===== src/rtl/paddle_ctrl.sv =====
// Frame-paced paddle position controller: each debounced press starts a glide of
// MOVE_FRAMES frame ticks at STEP pixels per tick, clamped to 0..Y_MAX.
module paddle_ctrl #(
   parameter int SCREEN_H    = 480,
   parameter int PADDLE_H    = 64,
   parameter int STEP        = 4,
   parameter int MOVE_FRAMES = 8,
   parameter int Y_W         = 10
) (
   input  logic           clk,
   input  logic           rst_n,
   input  logic           up_press,
   input  logic           down_press,
   input  logic           frame_tick,
   input  logic           recenter,
   output logic [Y_W-1:0] paddle_y,
   output logic           moving,
   output logic           dir_down
);

   localparam int unsigned    Y_MAX_I = SCREEN_H - PADDLE_H;
   localparam int unsigned    FW      = $clog2(MOVE_FRAMES + 1);
   localparam logic [Y_W-1:0] Y_MAX   = Y_W'(Y_MAX_I);
   localparam logic [Y_W-1:0] Y_INIT  = Y_W'(Y_MAX_I / 2);
   localparam logic [Y_W-1:0] STEP_Y  = Y_W'(STEP);
   // Highest position from which a full downward step still fits below Y_MAX.
   localparam logic [Y_W-1:0] Y_HI    = Y_W'(Y_MAX_I - STEP);
   localparam logic [FW-1:0]  FR_LOAD = FW'(MOVE_FRAMES);

   typedef enum logic {IDLE, GLIDE} state_t;

   state_t          state, state_nxt;
   logic [FW-1:0]   frames_left, fl_nxt;
   logic [Y_W-1:0]  y_nxt;
   logic            dir_nxt;
   logic            up_only, dn_only, press, press_at_bound;

   always_ff @(posedge clk or negedge rst_n) begin
      if (!rst_n) begin
         state       <= IDLE;
         frames_left <= '0;
         paddle_y    <= Y_INIT;
         dir_down    <= 1'b0;
      end else begin
         state       <= state_nxt;
         frames_left <= fl_nxt;
         paddle_y    <= y_nxt;
         dir_down    <= dir_nxt;
      end
   end

   assign moving = (state == GLIDE);

   always_comb begin
      state_nxt      = state;
      fl_nxt         = frames_left;
      y_nxt          = paddle_y;
      dir_nxt        = dir_down;
      up_only        = up_press & ~down_press;
      dn_only        = down_press & ~up_press;
      press          = up_only | dn_only;
      press_at_bound = up_only ? (paddle_y == '0) : (paddle_y == Y_MAX);

      if (recenter) begin
         state_nxt = IDLE;
         fl_nxt    = '0;
         y_nxt     = Y_INIT;
      end else if (press) begin
         // A press toward a bound already reached ends (or never starts) a glide.
         if (press_at_bound) begin
            state_nxt = IDLE;
            fl_nxt    = '0;
         end else begin
            state_nxt = GLIDE;
            fl_nxt    = FR_LOAD;
            dir_nxt   = dn_only;
         end
      end else if (frame_tick && (state == GLIDE)) begin
         if (dir_down)
            y_nxt = (paddle_y > Y_HI) ? Y_MAX : paddle_y + STEP_Y;
         else
            y_nxt = (paddle_y < STEP_Y) ? '0 : paddle_y - STEP_Y;
         fl_nxt = frames_left - FW'(1);
         if ((fl_nxt == '0) || (y_nxt == (dir_down ? Y_MAX : '0)))
            state_nxt = IDLE;
      end
   end

endmodule

===== config.mk =====
export PLATFORM = sky130hd
export DESIGN_NAME = paddle_ctrl
export DESIGN_NICKNAME = d
export VERILOG_FILES = /design/src/rtl/paddle_ctrl.sv
export SDC_FILE = /design/constraint.sdc
export NUM_CORES = 1
export LEC_CHECK = 0
export ABC_AREA = 1
export CORE_MARGIN = 5
export CORE_UTILIZATION = 42
export DETAILED_ROUTE_END_ITERATION = 10
export PLACE_DENSITY = 0.74
export SETUP_SLACK_MARGIN = 0.5
export SLEW_MARGIN = 10
export SYNTH_ARGS = -nofsm -noshare
export SYNTH_HDL_FRONTEND = slang
export SYNTH_SLANG_ARGS = --single-unit

===== constraint.sdc =====
create_clock -name clk -period 4.37 [get_ports clk]
set_input_delay 0.874 -clock clk [delete_from_list [all_inputs] [get_ports clk]]
set_output_delay 0.874 -clock clk [all_outputs]
set_load 0.02 [all_outputs]

==> results_tabular.tex, run 1 <==
\begin{tabular}{lr}
\hline
Metric & Value \\
\hline
\multicolumn{2}{l}{\textbf{Outcome}} \\
\quad Status & finished clean \\
\multicolumn{2}{l}{\textbf{Worst setup path}} \\
\quad Gate family responsible for the most delay along the worst path & flip-flops \\
\quad Category of the most critical setup path & flip-flop to output pin \\
\quad Critical path depth & 1 \\
\quad Crit path max fanout & 10 \\
\quad Largest stage delay, worst path & 710 ps \\
\quad Endpoint class of the critical path & output pin \\
\quad Cell type of the slowest stage on the worst timing path & sky130\_fd\_sc\_hd\_\_dfstp\_2 \\
\quad Cell breakdown of the critical path & clkdlybuf4s50\_1 \\
\quad Critical path data arrival time & 1670 ps \\
\quad Endpoint required time on the critical path & 3500 ps \\
\quad Crit path buf inv count & 1 \\
\quad Crit path launch type & flip-flop \\
\quad Worst R2R Path Depth & 13 \\
\multicolumn{2}{l}{\textbf{Min path}} \\
\quad Hold Path Stages & 2 \\
\quad Min-Delay Path Class & flip-flop to flip-flop \\
\multicolumn{2}{l}{\textbf{STA}} \\
\quad Least setup slack across all paths after layout & 1830 ps \\
\quad Total Neg Setup Slack & 0 ps \\
\quad Ratio of final minimum period to clock period & 58.2\% \\
\quad Hold Fails Final Rpt & 0 \\
\quad Worst Tran Pin Value & 738 ps \\
\quad Number of setup violations in the final report & 0 \\
\quad Setup repair after global routing missed its margin & false \\
\quad Highest achievable clock rate & 393 MHz \\
\quad Post-Route Skew & 10.2 ps \\
\quad Clock period minus worst slack & 2540 ps \\
\quad Max-Slew Margin vs Limit & 50.6\% \\
\quad Max-slew violation total from the final report & 0 \\
\multicolumn{2}{l}{\textbf{Place}} \\
\quad Routability congestion estimate & 0.921 \\
\quad Estimated wirelength of the detail-placed design & 2.72 mm \\
\quad Setup Slack @ Placement & 1600 ps \\
\quad Buffers on Ports & 17 \\
\quad Count of placed standard cells including taps & 255 \\
\multicolumn{2}{l}{\textbf{Drt}} \\
\quad Total length of routed wires & 3.34 mm \\
\quad DRC violation count after routing & 0 \\
\quad Antenna Violating Nets Remaining & 0 \\
\quad Number of iterations in the first detailed-routing pass & 4 \\
\quad Vias & 1,337 \\
\quad Vias per cell & 5.16 \\
\quad Number of DRC violations after detailed-routing iteration 0 & 92 \\
\quad Routed WL per cell & 12.9 um \\
\multicolumn{2}{l}{\textbf{CTS}} \\
\quad Clock sinks & 16 \\
\quad Root Buffer Master & sky130\_fd\_sc\_hd\_\_clkbuf\_4 \\
\quad Clock-pin slew of the registers on the worst-case setup and hold paths & 110 ps \\
\quad Max Root-Sink Buffers & 2 \\
\quad Post-CTS repair timing setup buffer count & 0 \\
\quad Later-pin clock latency in the skew report & 300 ps \\
\quad Number of levels in the clock H-tree & 1 \\
\quad Gates resized, CTS repair & 0 \\
\quad CTS tree & done \\
\quad Hold-fix buffers at CTS & 0 \\
\quad Number of buffers created by CTS & 3 \\
\multicolumn{2}{l}{\textbf{Die}} \\
\quad Horizontal die dimension & 67.2 um \\
\quad Area of the die & 4520 um2 \\
\quad IO Pins & 18 \\
\quad Initial core utilization & 44.3\% \\
\quad Core area & 3100 um2 \\
\quad Number of placement rows & 20 \\
\quad Die extent in y & 67.2 um \\
\multicolumn{2}{l}{\textbf{Synthesis}} \\
\quad Area contributors post-synth & sky130\_fd\_sc\_hd\_\_dfrtp\_1, sky130\_fd\_sc\_hd\_\_nand2\_1, sky130\_fd\_sc\_hd\_\_inv\_1 \\
\quad Net count after synthesis & 209 \\
\quad Area fraction of the dominant cell type after synthesis & 23.7\% \\
\quad Synth Register Bits & 16 \\
\quad Cell types with the highest counts after synthesis & sky130\_fd\_sc\_hd\_\_nand2\_1, sky130\_fd\_sc\_hd\_\_inv\_1, sky130\_fd\_sc\_hd\_\_nor2\_1, sky130\_fd\_sc\_hd\_\_nand3\_1, sky130\_fd\_sc\_hd\_\_dfrtp\_1 \\
\quad Number of warnings issued by yosys & 0 \\
\quad Most area-hungry cell type in the Yosys netlist & sky130\_fd\_sc\_hd\_\_dfrtp\_1 \\
\quad Syn Std Cell Area & 1380 um2 \\
\quad Syn Area/Cell & 7.02 um2 \\
\quad Top flip-flop cell by instance count after synthesis & sky130\_fd\_sc\_hd\_\_dfrtp\_1 \\
\quad Most frequent cell after synthesis & sky130\_fd\_sc\_hd\_\_nand2\_1 \\
\quad Sequential area share after synthesis & 29.4\% \\
\quad Fraction of registers with async set/reset & 100\% \\
\quad Number of unique standard cell types used by synthesis & 30 \\
\quad Post-synthesis instance total & 196 \\
\quad Number of flops mapped to enable cells by yosys & 0 \\
\multicolumn{2}{l}{\textbf{Final layout}} \\
\quad Final design utilization & 52.1\% \\
\quad Nets & 229 \\
\quad Final std cells w/o fill & 259 \\
\quad Diodes inserted & 0 \\
\quad Share of layout cells above drive strength 1 & 16.7\% \\
\quad Synth-to-layout area growth & 17.7\% \\
\quad Layout fillers & 327 \\
\multicolumn{2}{l}{\textbf{GRT}} \\
\quad Wire length of the first global-routing pass & 5.71 mm \\
\quad Remaining global-route overflow & 0 \\
\quad Largest net degree at the start of global routing & 17 \\
\quad Number of global-route vias before repair & 1,287 \\
\quad All-layer global routing usage & 16.7\% \\
\quad Initial antenna violation count & 0 \\
\multicolumn{2}{l}{\textbf{Power and ir drop}} \\
\quad Static Leakage & 0.739 nW \\
\quad Power per cell area & 263 nW/um2 \\
\quad Post-route total power & 0.000426 W \\
\quad Worst IR drop on VDD & 140 uV \\
\multicolumn{2}{l}{\textbf{Flow run}} \\
\quad Maximum Capacitance Violations & 0 \\
\hline
\end{tabular}
[kinds of logic (layout without fill, tap and decap cells)]
group	count (synthesis)	in the layout	synth area share, %
xor gates and xnor gates	3	3	1.91
buffers and inverters	34	53	10.1
DFF	16	16	29.4
adders and majority gates	7	7	6.37
and+or+nand+nor	111	111	41.1
AOI/OAI and AO/OA	25	25	11.1
[report_power, final]
| part | switching, W | internal (W) |
|---|---|---|
| registers | 0.0000214 | 0.000160 |
| logic | 0.0000854 | 0.0000568 |
| clock network | 0.0000511 | 0.0000508 |
| total | 0.000158 | 0.000268 |
[layout by cell type, fill, tap and decap left out]
cell type	instances
sky130_fd_sc_hd__a21oi_1	3
sky130_fd_sc_hd__a22oi_1	3
sky130_fd_sc_hd__a31o_2	1
sky130_fd_sc_hd__a31oi_1	1
sky130_fd_sc_hd__clkbuf_4	3
sky130_fd_sc_hd__clkbuf_8	1
sky130_fd_sc_hd__clkdlybuf4s50_1	17
sky130_fd_sc_hd__dfrtp_1	13
sky130_fd_sc_hd__dfstp_2	3
sky130_fd_sc_hd__ha_1	7
sky130_fd_sc_hd__inv_1	27
sky130_fd_sc_hd__inv_2	5
sky130_fd_sc_hd__nand2_1	46
sky130_fd_sc_hd__nand2_2	5
sky130_fd_sc_hd__nand2_4	3
sky130_fd_sc_hd__nand2_8	1
sky130_fd_sc_hd__nand3_1	16
sky130_fd_sc_hd__nand3_2	2
sky130_fd_sc_hd__nand4_1	6
sky130_fd_sc_hd__nor2_1	21
sky130_fd_sc_hd__nor2_2	6
sky130_fd_sc_hd__nor2_4	3
sky130_fd_sc_hd__nor3_2	2
sky130_fd_sc_hd__o2111ai_1	1
sky130_fd_sc_hd__o21ai_0	9
sky130_fd_sc_hd__o21ai_1	1
sky130_fd_sc_hd__o21ai_2	1
sky130_fd_sc_hd__o22ai_1	4
sky130_fd_sc_hd__o31ai_1	1
sky130_fd_sc_hd__xnor2_1	1
sky130_fd_sc_hd__xor2_1	2
[cell type report]
type	instances	area [um2]	share of cell area, %
tap	44	55.1	3.40
timing repair buffer	17	170	10.5
sequential	16	404	25.0
clock buffer	4	36.3	2.24
inverter	32	120	7.42
multi-input combinational	146	832	51.4
[worst paths after layout]
kind / from / slack [ps] / end
max in group asynchronous: rst_n / 2890 / dir_down$_DFFE_PN0P_
worst min register to register: moving$_DFFE_PN0P_ / 570 / moving$_DFFE_PN0P_
worst max register to register: paddle_y[2]$_DFFE_PN0P_ / 2360 / moving$_DFFE_PN0P_
min in group asynchronous: rst_n / 1000 / paddle_y[5]$_DFFE_PN0P_
worst min-delay path: moving$_DFFE_PN0P_ / 570 / moving$_DFFE_PN0P_
worst max-delay path: paddle_y[4]$_DFFE_PN1P_ / 1830 / paddle_y[4]
[metal layers]
| metal | track usage (%) | up-vias | wire, um |
|---|---|---|---|
| met5 | 0 | - | 0 |
| met2 | 25.8 | 42 | 1490 |
| met4 | 8.86 | 0 | 115 |
| met1 | 22.3 | 607 | 1560 |
| met3 | 2.66 | 13 | 177 |
| li1 | - | 675 | - |
[sequential cells by signal, indices dropped and copies added, names as in the netlist]
name and flops:
frames_left 4, dir_down 1, moving 1, paddle_y 10
[metrics by stage]
| stage | instance area (um2) | hold slack, ps |
|---|---|---|
| global route | 1620 | 616 |
| finish | 1620 | 570 |
| detailed placement | 1580 | 551 |
| floorplan | 1380 | 534 |
| CTS | 1620 | 576 |
| global placement | 1580 | 548 |
No activity file was read; power rests on OpenSTA's default activity.
==> run 2, diff against run 1 <==
Clock period 4.37 ns to 2.5 ns, I/O delays scaled along.
==> results_tabular.tex, run 2 (synthesized netlist as in run 1, its figures left out) <==
\begin{tabular}{lr}
\hline
Metric & Value \\
\hline
\multicolumn{2}{l}{\textbf{Final layout}} \\
\quad Area occupied by registers & 408 um2 (+0.93\%) \\
\quad Nets & 236 (+3.1\%) \\
\quad Max reg flops & 10 (unchanged) \\
\quad Share of layout cells above drive strength 1 & 24.8\% (+8.0 points) \\
\quad Final Instance Area & 1720 um2 (+6.4\%) \\
\quad Leading cell types in the layout, fill and taps excluded & sky130\_fd\_sc\_hd\_\_nand2\_1, sky130\_fd\_sc\_hd\_\_inv\_1, sky130\_fd\_sc\_hd\_\_nor2\_1 \\
\quad Largest regs & paddle\_y: 10 flops, frames\_left: 4 flops \\
\quad Biggest register & paddle\_y \\
\quad Most common cell after layout, fill and taps aside & sky130\_fd\_sc\_hd\_\_nand2\_1 \\
\quad Layout fillers & 304 (-7.0\%) \\
\quad Final std cells w/o fill & 266 (+2.7\%) \\
\quad Synth-to-layout area growth & 25.2\% \\
\quad Area of combinational cells with multiple inputs & 877 um2 (+5.4\%) \\
\quad Diodes inserted & 0 (unchanged) \\
\multicolumn{2}{l}{\textbf{CTS}} \\
\quad Clock sinks & 16 (unchanged) \\
\quad CTS tree & done \\
\quad Max Root-Sink Buffers & 2 (unchanged) \\
\quad Later-pin clock latency in the skew report & 300 ps (about the same) \\
\quad Clock-pin slew of the registers on the worst-case setup and hold paths & 110 ps (about the same) \\
\quad Number of levels in the clock H-tree & 1 (unchanged) \\
\quad Root Buffer Master & sky130\_fd\_sc\_hd\_\_clkbuf\_4 \\
\quad Hold-fix buffers at CTS & 0 (unchanged) \\
\quad Number of buffers created by CTS & 3 (unchanged) \\
\multicolumn{2}{l}{\textbf{Worst setup path}} \\
\quad Crit path max fanout & 8 (-2) \\
\quad Category of the most critical setup path & flip-flop to output pin \\
\quad Endpoint required time on the critical path & 2000 ps (-1500 ps) \\
\quad Gate family responsible for the most delay along the worst path & buffers and inverters \\
\quad Cell breakdown of the critical path & clkdlybuf4s50\_1 \\
\quad Cell type of the slowest stage on the worst timing path & sky130\_fd\_sc\_hd\_\_clkdlybuf4s50\_1 \\
\quad Crit path buf inv count & 1 (unchanged) \\
\quad Critical path data arrival time & 1450 ps (-220 ps) \\
\quad Largest stage delay, worst path & 640 ps (-70 ps) \\
\quad Crit path launch type & flip-flop \\
\quad Endpoint class of the critical path & output pin \\
\multicolumn{2}{l}{\textbf{GRT}} \\
\quad Initial antenna violation count & 0 (unchanged) \\
\quad Wire length of the first global-routing pass & 6.13 mm (+7.4\%) \\
\quad Number of global-route vias before repair & 1,275 (-0.93\%) \\
\quad All-layer global routing usage & 17.8\% (+1.1 points) \\
\quad Remaining global-route overflow & 0 (unchanged) \\
\quad Largest net degree at the start of global routing & 17 (unchanged) \\
\multicolumn{2}{l}{\textbf{STA}} \\
\quad Clock period minus worst slack & 1950 ps \\
\quad Total Neg Setup Slack & 0 ps (unchanged) \\
\quad Post-Route Skew & 2.51 ps (-7.65 ps) \\
\quad Least setup slack across all paths after layout & 552 ps (-1270 ps) \\
\quad Max-Slew Margin vs Limit & 50.4\% (-0.23 points) \\
\quad Worst Tran Pin Value & 742 ps (+3.46 ps) \\
\quad Hold Fails Final Rpt & 0 (unchanged) \\
\quad Ratio of final minimum period to clock period & 77.9\% \\
\quad Highest achievable clock rate & 513 MHz \\
\quad Number of setup violations in the final report & 0 (unchanged) \\
\quad Max-slew violation total from the final report & 0 (unchanged) \\
\quad Setup repair after global routing missed its margin & false \\
\multicolumn{2}{l}{\textbf{Drt}} \\
\quad Vias & 1,355 (+1.3\%) \\
\quad DRC violation count after routing & 0 (unchanged) \\
\quad Routed WL per cell & 13.6 um (+5.3\%) \\
\quad Sum of routed wire segments on met1 & 1.66 mm (+6.9\%) \\
\quad Total length of routed wires & 3.61 mm (+8.2\%) \\
\quad Antenna Violating Nets Remaining & 0 (unchanged) \\
\quad Max Used Layer & met4 \\
\quad Metal2 WL & 1.60 mm (+7.3\%) \\
\quad Vias per cell & 5.09 (-1.3\%) \\
\quad Number of iterations in the first detailed-routing pass & 4 (unchanged) \\
\quad Wire length on met3 & 236 um (+33\%) \\
\quad Number of DRC violations after detailed-routing iteration 0 & 92 (unchanged) \\
\multicolumn{2}{l}{\textbf{Power and ir drop}} \\
\quad Static Leakage & 0.792 nW (+7.1\%) \\
\quad Power per cell area & 455 nW/um2 (+73\%) \\
\quad Worst IR drop on VDD & 282 uV (+100\%) \\
\multicolumn{2}{l}{\textbf{Place}} \\
\quad Buffers on Ports & 17 (unchanged) \\
\quad Routability congestion estimate & 0.918 (-0.35\%) \\
\quad Setup Slack @ Placement & 159 ps (-1440 ps) \\
\quad Estimated wirelength of the detail-placed design & 2.83 mm (+4.2\%) \\
\quad Count of placed standard cells including taps & 258 (+1.2\%) \\
\quad Cell area after placement & 1600 um2 (+1.4\%) \\
\multicolumn{2}{l}{\textbf{Flow run}} \\
\quad Maximum Capacitance Violations & 0 (unchanged) \\
\multicolumn{2}{l}{\textbf{Die}} \\
\quad Horizontal die dimension & 67.2 um (unchanged) \\
\quad Die extent in y & 67.2 um (unchanged) \\
\quad Initial core utilization & 44.3\% (unchanged) \\
\quad Core area & 3100 um2 (unchanged) \\
\quad IO Pins & 18 (unchanged) \\
\quad Number of placement rows & 20 (unchanged) \\
\quad Area of the die & 4520 um2 (unchanged) \\
\multicolumn{2}{l}{\textbf{Outcome}} \\
\quad Status & finished clean \\
\multicolumn{2}{l}{\textbf{Min path}} \\
\quad Min-Delay Path Class & flip-flop to flip-flop \\
\hline
\end{tabular}
run 2: cell count changes in the layout (fill, tap and decap cells not counted), sizes merged:
cell and change:
buf +7, clkdlybuf4s50 -4, dlygate4sd2 +2, dlymetal6s2s +2
run 2: final timing paths:
check                      cells after the start  slack (ps)                 endpoint               startpoint
hold reg to reg                                2         570       moving$_DFFE_PN0P_       moving$_DFFE_PN0P_
setup reg to reg                              11         700       moving$_DFFE_PN0P_  paddle_y[2]$_DFFE_PN0P_
min in group asynchronous                      1         630  paddle_y[9]$_DFFE_PN0P_                    rst_n
setup / recovery                               1         550              paddle_y[5]  paddle_y[5]$_DFFE_PN0P_
max in group asynchronous                      1        1360  paddle_y[5]$_DFFE_PN0P_                    rst_n
hold / removal                                 2         570       moving$_DFFE_PN0P_       moving$_DFFE_PN0P_
run 2: repair_timing:
| item | in CTS | in global routing |
|---|---|---|
| setup endpoints to repair | 5 | 12 |
| gates resized for setup | 4 | 17 |
| cloned | 0 | 0 |
| setup buffers | 1 | 3 |
| pin swaps | 0 | 4 |
run 2: metal layers:
| layer | vias to the layer above | track usage [%] |
|---|---|---|
| li1 | 690 | - |
| met1 | 605 | 25.0 |
| met2 | 47 | 27.1 |
| met3 | 13 | 2.66 |
| met4 | 0 | 7.59 |
| met5 | - | 0 |
run 2: through the flow:
step | hold WS (ps) | util (%) | power, W
floorplan | 204 | - | 0.000494
CTS | 566 | 53.1 | 0.000763
finish | 574 | 55.5 | 0.000783
detailed placement | 542 | 51.7 | 0.000583
global placement | 544 | 51.7 | 0.000581
global route | 618 | 55.5 | 0.000831
run 2: area by class of cell:
cell class / count / share of cell area, %
clock buffer: 4 / 2.11
inverter: 32 / 6.98
multi-input combinational: 146 / 50.9
sequential: 16 / 23.7
tap: 44 / 3.20
timing repair buffer: 24 / 13.1
run 2: where the power goes:
part           switching (W)  total, W  internal [W]
clock              0.0000941  0.000183     0.0000888
combinational       0.000181  0.000298      0.000116
sequential         0.0000215  0.000302      0.000281
total               0.000297  0.000783      0.000486
